### config.mk
export PLATFORM = sky130hd
export DESIGN_NAME = time_of_day_counter
export DESIGN_NICKNAME = d
export VERILOG_FILES = /design/src/rtl/time_of_day_counter.sv
export SDC_FILE = /design/constraint.sdc
export NUM_CORES = 1
export LEC_CHECK = 0
export CORE_UTILIZATION = 30
export DETAILED_ROUTE_END_ITERATION = 6
export GPL_ROUTABILITY_DRIVEN = 0
export PLACE_DENSITY = 0.6
export SLEW_MARGIN = 10
export SYNTH_ARGS = -nofsm -noshare
export SYNTH_HDL_FRONTEND = slang
export SYNTH_SLANG_ARGS = --single-unit
### constraint.sdc
create_clock -name clk -period 2.2 [get_ports clk]
set_input_delay 0.22 -clock clk [delete_from_list [all_inputs] [get_ports clk]]
set_output_delay 0.22 -clock clk [all_outputs]
set_load 0.01 [all_outputs]
### src/rtl/time_of_day_counter.sv
// 24-hour time-of-day counter: divides clk to a 1 Hz tick and keeps HH:MM:SS as BCD digits,
// with hour/minute set pulses, a registered second tick and a 1 Hz colon blink.
module time_of_day_counter #(
   parameter int CLK_HZ = 50000000
) (
   input  logic       clk,
   input  logic       rst,
   input  logic       run,
   input  logic       inc_min,
   input  logic       inc_hr,
   output logic [3:0] h2,
   output logic [3:0] h1,
   output logic [3:0] m2,
   output logic [3:0] m1,
   output logic [3:0] s2,
   output logic [3:0] s1,
   output logic       sec_tick,
   output logic       colon
);

   localparam int PW = (CLK_HZ > 1) ? $clog2(CLK_HZ) : 1;
   localparam logic [PW-1:0] PRE_MAX  = PW'(CLK_HZ - 1);
   localparam logic [PW-1:0] PRE_HALF = PW'(CLK_HZ / 2);

   // Two-digit BCD increment that wraps to 00 after the given last value.
   function automatic logic [7:0] bcd2_inc(input logic [7:0] v, input logic [7:0] last);
      logic [7:0] r;
      if (v == last) begin
         r = 8'h00;
      end else if (v[3:0] == 4'd9) begin
         r = {v[7:4] + 4'd1, 4'd0};
      end else begin
         r = {v[7:4], v[3:0] + 4'd1};
      end
      return r;
   endfunction

   logic [PW-1:0] presc_r, presc_s;
   logic [7:0]    sec_r, sec_s;
   logic [7:0]    min_r, min_s;
   logic [7:0]    hr_r, hr_s;
   logic          sec_tick_r, sec_tick_s;
   logic          tick_s, sec_wrap_s, min_wrap_s;

   // Next-state: prescaler, BCD carry chain and the set-pulse overrides.
   always_comb begin
      presc_s    = presc_r;
      sec_s      = sec_r;
      min_s      = min_r;
      hr_s       = hr_r;
      sec_tick_s = 1'b0;
      tick_s     = run && (presc_r == PRE_MAX);
      sec_wrap_s = tick_s && (sec_r == 8'h59);
      min_wrap_s = sec_wrap_s && (min_r == 8'h59);

      // A minute set restarts the second and swallows any tick on the same edge.
      if (inc_min) begin
         presc_s = {PW{1'b0}};
         sec_s   = 8'h00;
         min_s   = bcd2_inc(min_r, 8'h59);
      end else begin
         if (tick_s) begin
            presc_s    = {PW{1'b0}};
            sec_s      = bcd2_inc(sec_r, 8'h59);
            sec_tick_s = 1'b1;
         end else if (run) begin
            presc_s = presc_r + PW'(1);
         end else begin
            presc_s = presc_r;
         end
         if (sec_wrap_s) begin
            min_s = bcd2_inc(min_r, 8'h59);
         end else begin
            min_s = min_r;
         end
      end

      // An hour set absorbs a same-edge hour carry so hours move by exactly one.
      if (inc_hr) begin
         hr_s = bcd2_inc(hr_r, 8'h23);
      end else if (min_wrap_s && !inc_min) begin
         hr_s = bcd2_inc(hr_r, 8'h23);
      end else begin
         hr_s = hr_r;
      end
   end

   // State register with asynchronous reset to 00:00:00.
   always_ff @(posedge clk or posedge rst) begin
      if (rst) begin
         presc_r    <= {PW{1'b0}};
         sec_r      <= 8'h00;
         min_r      <= 8'h00;
         hr_r       <= 8'h00;
         sec_tick_r <= 1'b0;
      end else begin
         presc_r    <= presc_s;
         sec_r      <= sec_s;
         min_r      <= min_s;
         hr_r       <= hr_s;
         sec_tick_r <= sec_tick_s;
      end
   end

   assign h2       = hr_r[7:4];
   assign h1       = hr_r[3:0];
   assign m2       = min_r[7:4];
   assign m1       = min_r[3:0];
   assign s2       = sec_r[7:4];
   assign s1       = sec_r[3:0];
   assign sec_tick = sec_tick_r;
   assign colon    = !run || (presc_r < PRE_HALF);

endmodule

# Word level (Yosys, flattened, before mapping)
# Cells that the tools add are included.
dict set report totals {
  wordCells 51
  register_bits 51
  in_bits 5
  output_inout_bits 26
}
dict set report classes {
  n_mux 17
  add_sub_neg 7
  magnitude_cmp 1
  reduce_logical 13
  eq_ne 7
}
# cell n
set ops {}
lappend ops {{$mux 8} 12}
lappend ops {{$mux 26} 3}
lappend ops {{$add 26x1->26 const B} 1}
lappend ops {{$eq 26x26->1 const B} 1}
lappend ops {{$lt 26x25->1 const B} 1}
lappend ops {{$add 4x1->4 const B} 6}
lappend ops {{$eq 8x7->1 const B} 2}
lappend ops {{$eq 4x4->1 const B} 3}
lappend ops {{$eq 8x6->1 const B} 1}
lappend ops {{$reduce_bool 2->1} 3}
lappend ops {{$reduce_bool 3->1} 2}
lappend ops {{$logic_and 1x1->1} 4}
lappend ops {{$logic_not 1->1} 2}
lappend ops {{$mux 1} 2}
lappend ops {{$reduce_and 2->1} 1}
lappend ops {{$logic_or 1x1->1} 1}

# Longest topological paths before layout
# Gate-level depths: netlist of the first run.
dict set report logic_depth {
  depth_word 7
  mapped_depth 9
  depth_no_buf 7
}

# Worst setup path before layout of the first run
# Ideal clock, no wire load.
dict set report synth_timing {
  path_kind {register -> register}
  startpoint {register presc_r[0]}
  endpoint {register hr_r[0]}
  path_buffers 1
  t_required_ns 2.075
  arrival_time_ns 2.128
  stages_incl_launch_ff 8
  path_slack_ns -0.053
  setup_time_ns 0.125
  synth_period_minus_slack_ns 2.253
  path_cell_list {dfrtp_1 ha_1 inv_1 or4_1 buf_2 nor4_4 or2_1 mux2_2}
}
dict set report synth_between {
  elab_chain_len 6
}
# item line
set synth_lines {}
lappend synth_lines {{start, declared} 38} ;# logic [PW-1:0] presc_r, presc_s;
lappend synth_lines {{start signal, assigned} 91} ;# presc_r <= {PW{1'b0}};
lappend synth_lines {{start signal, assigned} 97} ;# presc_r <= presc_s;
lappend synth_lines {{$eq 26x26->1} 52} ;# tick_s = run && (presc_r == PRE_MAX);
lappend synth_lines {{$logic_and 1x1->1} 52}
lappend synth_lines {{$logic_and 1x1->1} 53} ;# sec_wrap_s = tick_s && (sec_r == 8'h59);
lappend synth_lines {{$logic_and 1x1->1} 54} ;# min_wrap_s = sec_wrap_s && (min_r == 8'h59);
lappend synth_lines {{$logic_and 1x1->1} 81} ;# end else if (min_wrap_s && !inc_min) begin
lappend synth_lines {{$reduce_bool 2->1 (no source line)} n/a}
lappend synth_lines {{end signal, assigned} 100} ;# hr_r <= hr_s;
lappend synth_lines {{end, declared} 41} ;# logic [7:0] hr_r, hr_s;
# Every way passes these cells.
# A chain may end at the register's enable or synchronous reset.

# Final worst setup path of the first run
dict set report layout_timing {
  startpoint {register presc_r[0]}
  endpoint {register sec_r[4]}
}
dict set report layout_between {
  elab_chain_len 4
}
# item line
set layout_lines {}
lappend layout_lines {{$eq 26x26->1} 52}
lappend layout_lines {{$logic_and 1x1->1} 52}
lappend layout_lines {{$reduce_bool 2->1 (no source line)} n/a}
lappend layout_lines {{$reduce_and 2->1 (no source line)} n/a}
lappend layout_lines {{end signal, assigned} 98} ;# sec_r <= sec_s;
lappend layout_lines {{end, declared} 39} ;# logic [7:0] sec_r, sec_s;
# Every way passes these cells.

==> run metrics, run 1 <==
status complete, no violations; vias in the first global route roughly 2600; Synth Area in Compound Gates 0.128; multiplexer share of the synthesized area 0.0304; via/cell ratio 4.97; Clock Sinks slightly above 50; post-synthesis xor/xnor area fraction 0.0562; fin util 0.419; number of fill cells around 940; grt total ovfl 0; DRT iter0 DRCs about 140; Seq. cell area roughly 1300 um2; main combinational cell family by area after synthesis simple AND/OR/NAND/NOR gates; top cells by count, synth dfrtp_1 (51), nor2_1 (42), nand2_1 (22), o21ai_0 (19), nand3_1 (15); post-synthesis cell count 319; Final min period roughly 2100 ps; Bufs on Longest Clock Path 2; Crit. End Element flip-flop; Setup WS post-layout 81.2 ps; I/O Buffers 30; Synth warnings 0; logic gate share of total power 0.315; library cells used by synthesis 57; post-synth top area share 0.431; Max-Cap Viols 0; layout cells sized above 1 0.221; count leader, synth dfrtp_1; worst min path class in -> async; H-tree depth 2; final hold vios 0; # setup viols final 0; syn_nets 337; synthesis-stage register bit count slightly above 50; WP data arrival between 2000 and 2500 ps; Layout area overhead 33.3%; Row Count 35; RSZ-0062 raised after global routing yes; Clock Skew roughly 6.3 ps; mean post-synth cell area 9.28 um2; worst vdd ir slightly below 0.0004 V; largest cells by area after synthesis dfrtp_1 (43%), ha_1 (5.5%), nor2_1 (5.3%); DRC errors left 0; Worst-Margin Slew between 300 and 400 ps; Antenna diodes 0; die area 10300 um2; Tcrit/Tclk final 0.963; WL final roughly 7100 um; synthesized cell area ~3000 um2; DP HPWL about 5200 um; worst slack at placement -55.0 ps; number of synthesized flops with an enable pin 0; Finished Cell Area slightly below 4000 um2; largest net degree at the start of global routing 52; Reg power frac 0.470; Relative slew margins 0.751; Synth area leader dfrtp_1; Sw Share 0.329; hold buffer count at cts 0; register area share after synthesis 0.431; total CTS buffers 5; CTS tree built; overall die width just over 100 um; P_leak between 1.5 and 2 nW; Worst EP required between 2000 and 2500 ps; pwr/cell area approximately 670 nW/um2; main flop type after synthesis dfrtp_1; Post-DP Area 3740 um2; total net switching power 0.868 mW; GRT Total Usage 0.149; max-slew violations 0; first-pass GRT wire length approximately 12000 um; vias 2623; clock power share 0.215; Boundary Pins 31; Internal Power approximately 1.8 mW; root buffer cell clkbuf_8; drt pass-1 iters 6; Nets about 420; critical path class reg -> reg; Adder-Cell Fraction of Synth Area 0.0549; Design Power 2.64 mW; Die Height 101 um; routed len/inst 13.5 um; initial antenna violation count 0; Detail Route Antenna Nets 0; Clk Latency, worst-skew pair ~300 ps; clk slew on worst S/H paths ~100 ps; Core Footprint 9420 um2; worst-path maximum fanout 15; Starting Density 0.314; CP Launch Type flip-flop; Multi-input gate area between 1500 and 2000 um2; maximum clock frequency 472 MHz; async set-reset flop share out of synthesis 1.00; simple-gate share of the synthesized area 0.261
## through the flow
stage          TNS (ps)  hold slack, ps  instances
2_1_floorplan         0             374        319
3_3_place_gp          0             503        512
3_5_place_dp       -159             496        512
4_1_cts               0             271        524
5_1_grt           -71.8             294        528
6_report              0             269        528
## final cells by class
class / instances / share of cell area
flip-flops and latches: 51 / 0.323
clock buffers: 5 / 0.0174
multi-input cells: 241 / 0.411
repair buffers: 85 / 0.188
clock inverters: 3 / 0.00602
well taps: 129 / 0.0409
inverters: 14 / 0.0133
## cells by family after synthesis
kind of cell	after synthesis
buf+inv	27
simple gates	143
xor+xnor	19
compound gates	58
fa+ha+maj	13
flops	51
mux	8
## critical path: stages, from the launching register on
cell	delay (ps)
dfrtp_1	370
ha_2	180
inv_1	40
or4_4	560
or2_4	320
or4_1	400
a21oi_1	180
## power groups by stage
| stage | Combinational [mW] | Clock, mW | Sequential, mW |
|---|---|---|---|
| 2_1_floorplan | 0.399 | 0 | 1.28 |
| 3_3_place_gp | 0.807 | 0 | 1.25 |
| 3_5_place_dp | 0.829 | 0 | 1.26 |
| 4_1_cts | 0.837 | 0.594 | 1.24 |
| 5_1_grt | 0.919 | 0.623 | 1.27 |
| 6_report | 0.831 | 0.568 | 1.24 |
## state kept, by name, summed over array words and instances (netlist names)
signal	cells
presc_r	26
hr_r	8
sec_r	8
min_r	8
sec_tick	1
## path summary, 6_finish.rpt
check                           startpoint           to  slack [ps]  cells after the start
worst max register to register  presc_r[0]     sec_r[4]          80                      6
worst max-delay path            presc_r[0]     sec_r[4]          80                      6
worst min-delay path                   rst     sec_tick         270                      3
max in group asynchronous              rst  presc_r[19]        1700                      3
worst min register to register     hr_r[7]      hr_r[7]         510                      1
min in group clk                   hr_r[7]      hr_r[7]         510                      1
## cells in the final DEF, fill, tap and decap left out, drive strengths merged, types with 3 or more instances in the layout
| cell type | Yosys | final |
|---|---|---|
| and4 | 3 | 3 |
| ha | 13 | 13 |
| clkdlybuf4s50 | 0 | 29 |
| buf | 4 | 55 |
| nor2b | 3 | 3 |
| clkbuf | 9 | 6 |
| or2 | 3 | 3 |
| a21boi | 3 | 3 |
| mux2 | 8 | 8 |
| nor4 | 5 | 5 |
| a21oi | 8 | 8 |
| nand2 | 22 | 22 |
| o21ai | 20 | 20 |
| xor2 | 5 | 5 |
| xnor2 | 14 | 14 |
| nand4 | 9 | 9 |
| dfrtp | 51 | 51 |
| a22o | 3 | 3 |
| nor2 | 42 | 42 |
| inv | 13 | 14 |
| nand3 | 15 | 15 |
| and3b | 4 | 4 |
| nor3 | 11 | 11 |
| and3 | 3 | 3 |
| o22ai | 3 | 3 |
| or3 | 5 | 5 |
| or4 | 7 | 7 |
| o211ai | 3 | 3 |
## layer usage
metal  up-vias  wire [um]  share of wire  track usage
met1      1271       3460           0.48        0.198
met5         -          0              0            0
met4         0         82          0.011       0.0468
met3         7        184          0.026       0.0221
met2        44       3410           0.48        0.250
li1       1301          -              -            -
## what timing repair did
action	in CTS	in global routing
pin swaps	2	8
setup endpoints to repair	10	15
setup buffers	4	4
endpoints found under the hold margin	0	0
resized for setup	5	11
Power figures use the tool's default switching activity.
==> inputs of run 2 (changes only) <==
--- a/config.mk
+++ b/config.mk
@@ -8,6 +8,7 @@
 export CORE_UTILIZATION = 30
 export DETAILED_ROUTE_END_ITERATION = 6
 export GPL_ROUTABILITY_DRIVEN = 0
+export HOLD_SLACK_MARGIN = 0.12
 export PLACE_DENSITY = 0.6
 export SLEW_MARGIN = 10
 export SYNTH_ARGS = -nofsm -noshare
==> results of run 2 <==
No change in the layout: final DEF, timing and power equal those of run 1.
